==> src/rtl/spart_pkg.sv <==
// rtl/spart_pkg.sv - shared address map, register bit indices and reset divisor for the SPART bus controller
//
// Purpose : constants and types used by spart_bus_ctrl and its FIFOs.
// Contents: ioaddr_e (I/O address decode), status/command bit indices,
//           SPART_DEF_DIVISOR (9600 baud at 50 MHz with n=4).
package spart_pkg;

  typedef enum logic [1:0] {
    ADDR_DATA = 2'b00,
    ADDR_STAT = 2'b01,
    ADDR_DBL  = 2'b10,
    ADDR_DBH  = 2'b11
  } ioaddr_e;

  // Status register bit positions (read at ADDR_STAT)
  localparam int ST_TX_SPACE = 0;
  localparam int ST_RX_AVAIL = 1;
  localparam int ST_RX_OVR   = 2;
  localparam int ST_TX_IDLE  = 3;
  localparam int ST_TX_OVF   = 4;
  localparam int ST_ENABLE   = 5;

  // Command register bit positions (written at ADDR_STAT)
  localparam int CMD_ENABLE     = 0;
  localparam int CMD_CLR_RX_OVR = 2;
  localparam int CMD_CLR_TX_OVF = 4;

  localparam logic [15:0] SPART_DEF_DIVISOR = 16'd326;

endpackage

==> src/rtl/sync_fifo.sv <==
// rtl/sync_fifo.sv - single-clock FIFO with combinational head output
//
// Purpose: small buffer used for both the TX and RX byte queues.
// Ports  : clk/rst (async active-high), push/wdata enqueue, pop dequeue,
//          rdata = current head, full/empty flags, count = occupancy.
// A push while full is only honoured when a pop happens the same cycle;
// a pop while empty is ignored.
module sync_fifo #(
  parameter int WIDTH = 8,
  parameter int DEPTH = 4
) (
  input  logic                     clk,
  input  logic                     rst,
  input  logic                     push,
  input  logic                     pop,
  input  logic [WIDTH-1:0]         wdata,
  output logic [WIDTH-1:0]         rdata,
  output logic                     full,
  output logic                     empty,
  output logic [$clog2(DEPTH):0]   count
);

  localparam int PW = $clog2(DEPTH);
  localparam int CW = PW + 1;

  logic [WIDTH-1:0] mem [DEPTH];
  logic [PW-1:0]    wr_q, wr_d;
  logic [PW-1:0]    rd_q, rd_d;
  logic [CW-1:0]    cnt_q, cnt_d;
  logic             push_eff, pop_eff;

  assign empty = (cnt_q == '0);
  assign full  = (cnt_q == CW'(DEPTH));
  assign count = cnt_q;
  assign rdata = mem[rd_q];

  assign pop_eff  = pop & ~empty;
  assign push_eff = push & (~full | pop_eff);

  always_comb begin
    wr_d  = wr_q;
    rd_d  = rd_q;
    cnt_d = cnt_q;
    // Pointers wrap naturally because DEPTH is a power of two.
    if (push_eff) wr_d = wr_q + 1'b1;
    if (pop_eff)  rd_d = rd_q + 1'b1;
    case ({push_eff, pop_eff})
      2'b10:   cnt_d = cnt_q + 1'b1;
      2'b01:   cnt_d = cnt_q - 1'b1;
      default: cnt_d = cnt_q;
    endcase
  end

  always_ff @(posedge clk or posedge rst) begin
    if (rst) begin
      wr_q  <= '0;
      rd_q  <= '0;
      cnt_q <= '0;
    end else begin
      wr_q  <= wr_d;
      rd_q  <= rd_d;
      cnt_q <= cnt_d;
    end
  end

  // Storage needs no reset; occupancy is tracked by cnt_q.
  always_ff @(posedge clk) begin
    if (push_eff) mem[wr_q] <= wdata;
  end

endmodule

==> src/rtl/spart_bus_ctrl.sv <==
// rtl/spart_bus_ctrl.sv - SPART CPU register decode, baud divisor and TX/RX byte buffering
//
// Purpose: decodes the 2-bit I/O space, holds the baud divisor (staged low
//          byte, atomic commit on high-byte write), buffers TX/RX bytes and
//          reports status.
// Ports  : clk, rst (async active-high)
//          iocs/iorw/ioaddr/wdata -> CPU access, rdata combinational read data
//          divisor/baud_load/baud_en -> baud generator
//          tx_data/tx_valid/tx_ready/tx_busy -> TX shift engine
//          rx_data/rx_valid -> RX shift engine
module spart_bus_ctrl
  import spart_pkg::*;
#(
  parameter int          FIFO_DEPTH  = 4,
  parameter logic [15:0] DEF_DIVISOR = SPART_DEF_DIVISOR
) (
  input  logic        clk,
  input  logic        rst,
  input  logic        iocs,
  input  logic        iorw,
  input  logic [1:0]  ioaddr,
  input  logic [7:0]  wdata,
  output logic [7:0]  rdata,
  output logic [15:0] divisor,
  output logic        baud_load,
  output logic        baud_en,
  output logic [7:0]  tx_data,
  output logic        tx_valid,
  input  logic        tx_ready,
  input  logic        tx_busy,
  input  logic [7:0]  rx_data,
  input  logic        rx_valid
);

  localparam int CW = $clog2(FIFO_DEPTH) + 1;

  ioaddr_e addr;
  logic    wr, rd;
  logic    data_wr, data_rd, cmd_wr, dbl_wr, dbh_wr;

  logic        en_q, en_d;
  logic        tx_ovf_q, tx_ovf_d;
  logic        rx_ovr_q, rx_ovr_d;
  logic [15:0] div_q, div_d;
  logic [7:0]  stage_q, stage_d;
  logic        bl_q, bl_d;

  logic          tx_push, tx_pop, tx_full, tx_empty;
  logic          rx_push, rx_pop, rx_full, rx_empty, rx_drop;
  logic [7:0]    rx_head;
  logic [CW-1:0] tx_count, rx_count;
  logic [7:0]    status;

  assign addr    = ioaddr_e'(ioaddr);
  assign wr      = iocs & ~iorw;
  assign rd      = iocs & iorw;
  assign data_wr = wr & (addr == ADDR_DATA);
  assign data_rd = rd & (addr == ADDR_DATA);
  assign cmd_wr  = wr & (addr == ADDR_STAT);
  assign dbl_wr  = wr & (addr == ADDR_DBL);
  assign dbh_wr  = wr & (addr == ADDR_DBH);

  // TX: fullness is judged before the engine's same-cycle pop, so a write
  // into a full FIFO is dropped even if a slot frees up on this edge.
  assign tx_valid = en_q & ~tx_empty;
  assign tx_pop   = tx_valid & tx_ready;
  assign tx_push  = data_wr & ~tx_full;

  // RX: a same-cycle CPU read frees a slot, so the incoming byte is kept.
  assign rx_pop  = data_rd & ~rx_empty;
  assign rx_push = rx_valid & en_q & (~rx_full | rx_pop);
  assign rx_drop = rx_valid & en_q & rx_full & ~rx_pop;

  sync_fifo #(.WIDTH(8), .DEPTH(FIFO_DEPTH)) u_tx_fifo (
    .clk   (clk),
    .rst   (rst),
    .push  (tx_push),
    .pop   (tx_pop),
    .wdata (wdata),
    .rdata (tx_data),
    .full  (tx_full),
    .empty (tx_empty),
    .count (tx_count)
  );

  sync_fifo #(.WIDTH(8), .DEPTH(FIFO_DEPTH)) u_rx_fifo (
    .clk   (clk),
    .rst   (rst),
    .push  (rx_push),
    .pop   (rx_pop),
    .wdata (rx_data),
    .rdata (rx_head),
    .full  (rx_full),
    .empty (rx_empty),
    .count (rx_count)
  );

  always_comb begin
    status              = '0;
    status[ST_TX_SPACE] = ~tx_full;
    status[ST_RX_AVAIL] = (rx_count != '0);
    status[ST_RX_OVR]   = rx_ovr_q;
    status[ST_TX_IDLE]  = (tx_count == '0) & ~tx_busy;
    status[ST_TX_OVF]   = tx_ovf_q;
    status[ST_ENABLE]   = en_q;
  end

  always_comb begin
    rdata = '0;
    case (addr)
      ADDR_DATA: rdata = rx_empty ? 8'h00 : rx_head;
      ADDR_STAT: rdata = status;
      ADDR_DBL:  rdata = div_q[7:0];
      ADDR_DBH:  rdata = div_q[15:8];
      default:   rdata = '0;
    endcase
  end

  always_comb begin
    en_d     = en_q;
    tx_ovf_d = tx_ovf_q;
    rx_ovr_d = rx_ovr_q;
    div_d    = div_q;
    stage_d  = stage_q;
    bl_d     = dbh_wr;

    if (cmd_wr) begin
      en_d = wdata[CMD_ENABLE];
      if (wdata[CMD_CLR_RX_OVR]) rx_ovr_d = 1'b0;
      if (wdata[CMD_CLR_TX_OVF]) tx_ovf_d = 1'b0;
    end
    // A fresh overrun on the same edge as a clear wins, so it is not lost.
    if (rx_drop)            rx_ovr_d = 1'b1;
    if (data_wr && tx_full) tx_ovf_d = 1'b1;

    if (dbl_wr) stage_d = wdata;
    if (dbh_wr) div_d   = {wdata, stage_q};
  end

  always_ff @(posedge clk or posedge rst) begin
    if (rst) begin
      en_q     <= 1'b0;
      tx_ovf_q <= 1'b0;
      rx_ovr_q <= 1'b0;
      div_q    <= DEF_DIVISOR;
      stage_q  <= DEF_DIVISOR[7:0];
      bl_q     <= 1'b0;
    end else begin
      en_q     <= en_d;
      tx_ovf_q <= tx_ovf_d;
      rx_ovr_q <= rx_ovr_d;
      div_q    <= div_d;
      stage_q  <= stage_d;
      bl_q     <= bl_d;
    end
  end

  assign divisor   = div_q;
  assign baud_load = bl_q;
  assign baud_en   = en_q;

endmodule

==> config.mk <==
export PLATFORM = sky130hd
export DESIGN_NAME = spart_bus_ctrl
export DESIGN_NICKNAME = d
export VERILOG_FILES = /design/src/rtl/spart_pkg.sv /design/src/rtl/sync_fifo.sv /design/src/rtl/spart_bus_ctrl.sv
export SDC_FILE = /design/constraint.sdc
export NUM_CORES = 1
export LEC_CHECK = 0
export ABC_AREA = 1
export CAP_MARGIN = 30
export CORE_ASPECT_RATIO = 0.7
export CORE_MARGIN = 2
export CORE_UTILIZATION = 56
export DETAILED_ROUTE_END_ITERATION = 8
export PLACE_DENSITY_LB_ADDON = 0.15
export SYNTH_ARGS = -nofsm -noshare
export SYNTH_HDL_FRONTEND = slang
export SYNTH_HIERARCHICAL = 1
export SYNTH_SLANG_ARGS = --single-unit
==> constraint.sdc <==
create_clock -name clk -period 2.61 [get_ports clk]
set_clock_uncertainty 0.1 [all_clocks]
set_input_delay 0.522 -clock clk [delete_from_list [all_inputs] [get_ports clk]]
set_output_delay 0.522 -clock clk [all_outputs]
set_load 0.005 [all_outputs]
# [Word level (Yosys, flattened, before mapping)]
# Memories as Yosys holds them, arrays and structs flattened.
# Index checks and enable logic that the tools add are counted.
[totals] in_bits=25 word_cells=88 out_inout_bits=35 n_memories=2 ff_bits=42 mem_bits_rw=64
[memory_table] name="u_rx_fifo.mem" depth=4 width=8 rd=1 rd_ports_with_merged_regs=0 wr=1 line="sync_fifo.sv:26" text="logic [WIDTH-1:0] mem [DEPTH];"
[memory_table] name="u_tx_fifo.mem" depth=4 width=8 rd=1 rd_ports_with_merged_regs=0 wr=1 line="sync_fifo.sv:26"
[classes] eq_ne=9 reduce_logical=13 muxes=14 n_bitwise=30 addsub=8
[ops] cell="case mux 8 bit (4 select lines)" n=1
[ops] cell="AND 1 bit" n=20
[ops] cell="case mux 3 bit (2 select lines)" n=2
[ops] cell="nonzero test 2 bit" n=6
[ops] cell="two-way mux 1 bit" n=10
[ops] cell="adder 2 x 1 -> 2 bit (second input constant)" n=4
[ops] cell="equality test 2 bit (second input constant)" n=4
[ops] cell="two-way mux 8 bit" n=1
[ops] cell="inverter 1 bit" n=7
[ops] cell="adder 3 x 1 -> 3 bit (second input constant)" n=2
[ops] cell="equality test 2 x 1 -> 1 bit (second input constant)" n=3
[ops] cell="equality test 3 bit (second input constant)" n=2
[ops] cell="logical NOT 3 bit" n=2
[ops] cell="subtractor 3 x 1 -> 3 bit (second input constant)" n=2
[ops] cell="AND reduction 2 bit" n=2
[ops] cell="OR 1 bit" n=3
[ops] cell="nonzero test 3 bit" n=1
[ops] cell="logical NOT 2 bit" n=1
[ops] cell="logical AND 1 bit" n=1

# [Longest topological paths before layout]
[logic_depth] depth_word=9 ltp_mapped=15 depth_no_buf=15

# [Hierarchy]
# Netlist, hierarchy kept.
[by_module_without_submodules] mod="sync_fifo (u_tx_fifo)" seq_area_each_um2=1136.1 instances=1 area_each_um2=1719.1 cells_each=149
[by_module_without_submodules] mod="sync_fifo (u_rx_fifo)" seq_area_each_um2=1136.1 instances=1 area_each_um2=1652.8 cells_each=134
[by_module_without_submodules] mod="spart_bus_ctrl" seq_area_each_um2=709.4 instances=1 area_each_um2=1515.2 cells_each=184

# [Worst setup path after synthesis]
# No wires, ideal clock.
[synth_timing] path_type="in2reg" start="input ioaddr[0]" end="memory u_rx_fifo.mem[0][0], enable pin" path_buffers=1 required_ns=2.139 path_stages=6 slack_ns=0.312 setup_ns=0.371 arrival_time_ns=1.827 path_cell_list="buf_6 nor2_2 nand3_2 a21oi_1 o21ai_4 nor2_1"
[synth_via] elab_chain_cells=8 elab_cells_between_ends=10 cone_classes="mux: 2; bitwise: 7; reduce/logical: 1"
[synth_rtl] item="start: declaration" line="spart_bus_ctrl.sv:21" text="input logic [1:0] ioaddr,"
[synth_rtl] item="logical NOT 2 bit" line="spart_bus_ctrl.sv:58" text="assign data_rd = rd & (addr == ADDR_DATA);"
[synth_rtl] item="AND 1 bit" line="spart_bus_ctrl.sv:58"
[synth_rtl] item="AND 1 bit" line="spart_bus_ctrl.sv:70" text="assign rx_pop = data_rd & ~rx_empty;"
[synth_rtl] item="OR 1 bit" line="spart_bus_ctrl.sv:71" text="assign rx_push = rx_valid & en_q & (~rx_full | rx_pop);"
[synth_rtl] item="AND 1 bit" line="spart_bus_ctrl.sv:71"
[synth_rtl] item="named net rx_push" line="spart_bus_ctrl.sv:49" text="logic rx_push, rx_pop, rx_full, rx_empty, rx_drop;"
[synth_rtl] item="AND 1 bit" line="sync_fifo.sv:38" text="assign push_eff = push & (~full | pop_eff);"
[synth_rtl] item="two-way mux 1 bit" line="sync_fifo.sv:68" text="if (push_eff) mem[wr_q] <= wdata;"
[synth_rtl] item="two-way mux 1 bit (not written as such)" line="sync_fifo.sv:68"
[synth_rtl] item="end: declaration" line="sync_fifo.sv:26"
# The timed path passes the listed nets, and every way through them passes these cells.

# [Final worst setup path]
[layout_timing] start="register u_rx_fifo.rd_q[0]" end="output rdata[4]"
[layout_via] elab_chain_cells=3
[layout_rtl] item="start: declaration" line="sync_fifo.sv:28" text="logic [PW-1:0] rd_q, rd_d;"
[layout_rtl] item="start signal: assignment" line="sync_fifo.sv:61" text="rd_q <= rd_d;"
[layout_rtl] item="memory (4 x 8 bit)"
[layout_rtl] item="named net rx_head[4]" line="spart_bus_ctrl.sv:50" text="logic [7:0] rx_head;"
[layout_rtl] item="two-way mux 8 bit" line="spart_bus_ctrl.sv:111" text="ADDR_DATA: rdata = rx_empty ? 8'h00 : rx_head;"
[layout_rtl] item="case mux 8 bit (4 select lines)" line="spart_bus_ctrl.sv:110" text="case (addr)"
[layout_rtl] item="end: declaration" line="spart_bus_ctrl.sv:23" text="output logic [7:0] rdata,"
# The timed path passes the listed nets, and every way through them passes these cells.

==> reports/results.ini <==
[setup_path]
cp-end-kind=output pin
ff2ff_setup_slack_ns=0.16
worstPathRequired_ns=1.99
r2r_end=u_tx_fifo/count[2]
path_cells=inv_2, buf_6, nor2_1, o22ai_2, nand3_1, nand4_1, clkdlybuf4s50_1
r2r-start=u_tx_fifo/count[0]
setup.worst_path.start_class=register
critPathMaxStageDelay_ns=0.51
critPathSlowestCell=clkdlybuf4s50_1
reg2reg_depth=15
crit_type=register to output pin
worstPathArrival_ns=1.93
crit_fanout=11

[die]
dieArea_um2=9500
pin_count=60
core_area_um2=8480
initial_core_util_pct=57.6
rows=28
die_y_um=82.2
die_x_um=116

[power]
p_leak_nw=2.70
clock_power_share_pct=22.9
p_int_w=0.00373
seqPwrFrac_pct=41.5
cellPowerDensity_nw_per_um2=916
combPwrFrac_pct=35.6
p_sw_w=0.00191
switching_share_pct=33.8
peakVddDrop_mv=0.615

[routing]
drcViolationCount=0
drtAntennaViolNets=0
finalWirelength_um=11000
viasPerCell=5.26
drt_iter0_drc=307
routedWlPerCell_um=16.0
vias=3622
dr.pass1.iters=5

[sta]
worst_pin_slew_ns=0.352
grt_setup_unrepaired=no
finalCriticalPeriod_ns=2.55
setup_violations=0
maxSlewHeadroom_pct=76.6
fmax_mhz=393
drv_slew=0
fin_crit_sh_pct=97.6
hold_violations=0

[placement]
portBuffers=59
place_inst=668
dp_hpwl_um=7890
gp_congestion=0.872

[logic_synthesis]
synth_top_cell_area_share_pct=39.3
ys_types=34
ys_ff_latch=106
synth_area_um2=4890
synth_cells=467
avgSynthCellArea_um2=10.5
syn_nets=503
synth_area_leaders=edfxtp_1, dfrtp_1, nand2_1
yosysSeqAreaShare_pct=61.0
yosysWarningCount=6
yosysTopAreaCell=edfxtp_1

[clock_tree]
worstSkewPairLatency_ns=0.34
htree_levels=3
path_clk_slew_ns=0.06
root_buffer=clkbuf_16
postCtsHoldBufs=0
cts.sinks=106
numCtsBuffers=9
clockBufferDepth=2
tritoncts=built

[global_route]
grtUsageMet3_pct=6.35
gr-max-usage-layer=met2
grt_max_degree=29
track_usage_pct=24.8
grtUsageMet1_pct=34.7
grt_pass1_wl_um=17300
antenna_found_initial=0
grt_util_met2_pct=38.9
grt.overflow.total=0
grt_pass1_vias=3456

[worst_hold_path]
hold_start=stage_q[6]
holdPathStages=2
hold_path_class=register to register
hold_end=divisor[6]

[status]
status=finished, final reports clean

[final_layout]
drive_gt1_share_pct=21.4
final_common_cell=nand2_1
final_cells=689
finalNetCount=600
syn_to_final_growth_pct=26.1
antenna_cells=0
most-common-layout-cells=nand2_1, edfxtp_1, nor2_1
final_core_util_pct=72.7

[run]
drv_cap=0

==> critical path: cells and delay by family (launching register included) <==
family / cells / cell delay, ns
buf+inv: 3 / 0.73
compound gates: 1 / 0.19
flops: 1 / 0.43
simple gates: 3 / 0.23
==> sequential cells by signal, indices dropped and copies added, names as in the netlist <==
register         cells
u_rx_fifo/wr_q       2
stage_q              8
u_tx_fifo/rd_q       2
baud_en              1
divisor             16
u_rx_fifo/rd_q       2
rx_ovr_q             1
tx_ovf_q             1
u_rx_fifo/mem       32
u_tx_fifo/wr_q       2
u_tx_fifo/mem       32
baud_load            1
u_rx_fifo/count      3
u_tx_fifo/count      3
==> stage by stage <==
stage                     setup TNS (ns)  instance area [um2]  worst slack (ns)  hold WS, ns  total power [W]
after CTS                        -0.0982                 6060           -0.0551        0.369          0.00552
after detailed placement           -1.35                 5760            -0.140        0.357          0.00420
after global placement             -1.02                 5760            -0.125        0.348          0.00413
final                                  0                 6160            0.0623        0.365          0.00564
after floorplan                        0                 4890             0.312        0.225          0.00342
after global routing                   0                 6160           0.00853        0.387          0.00597
==> power by group through the flow <==
stage / Sequential [W] / Clock, W / Combinational [W]
6_report: 0.00234 / 0.00129 / 0.00201
5_1_grt: 0.00237 / 0.00137 / 0.00222
4_1_cts: 0.00233 / 0.00131 / 0.00189
3_5_place_dp: 0.00236 / 0 / 0.00184
3_3_place_gp: 0.00235 / 0 / 0.00178
2_1_floorplan: 0.00224 / 0 / 0.00118
==> synthesized netlist by cell type, drive strengths merged <==
| cell type | instances |
|---|---|
| clkbuf | 1 |
| dfstp | 7 |
| ha | 9 |
| edfxtp | 64 |
| inv | 57 |
| xor2 | 2 |
| nor2 | 63 |
| dfrtp | 35 |
| nand2 | 102 |
| o21ai | 60 |
| o22ai | 8 |
| nand3 | 32 |
| a21oi | 3 |
| nor3 | 2 |
| nand4 | 5 |
| nand3b | 1 |
| nor3b | 1 |
| fa | 2 |
| xnor2 | 1 |
| buf | 12 |
==> final cells by class <==
| class | count | area (um2) |
|---|---|---|
| multi-input combinational | 291 | 1600 |
| timing repair buffer | 99 | 915 |
| clock inverter | 4 | 43.8 |
| sequential | 106 | 2990 |
| fill | 639 | 2320 |
| inverter | 57 | 226 |
| clock buffer | 12 | 236 |
| tap | 120 | 150 |
==> what timing repair did <==
| item | in CTS | in global routing |
|---|---|---|
| setup buffers | 0 | 5 |
| endpoints found under the hold margin | 0 | 0 |
| gates resized for setup | 10 | 20 |
| pin swaps | 2 | 11 |
| gates cloned | 0 | 0 |
| endpoints found under the setup margin | 16 | 8 |
==> cells by family after synthesis <==
family | share of synthesized area [%]
flip-flops | 61.0
XOR/XNOR | 0.538
buffers and inverters | 7.17
AND/OR/NAND/NOR | 19.2
AO/OA/AOI/OAI | 8.93
adder cells (fa/ha/maj) | 3.12
==> how the worst max path moves through the flow <==
stage                                endpoint  slack [ns]         startpoint
final                                rdata[4]        0.06  u_rx_fifo/rd_q[0]
after global routing                 rdata[2]       0.009  u_rx_fifo/rd_q[1]
after CTS                            rdata[0]       -0.06  u_rx_fifo/rd_q[0]
after detailed placement   u_tx_fifo/count[1]       -0.14          ioaddr[0]
after global placement               rdata[7]       -0.13          ioaddr[0]
after floorplan           u_rx_fifo/mem[0][0]        0.31          ioaddr[0]
==> routing by layer <==
layer,up-vias,share of wire [%]
met4,0,1.7
met3,17,5.7
met2,110,47
met1,1757,46
li1,1738,-
met5,-,0
Note: power is estimated with default switching activity, not from simulation.
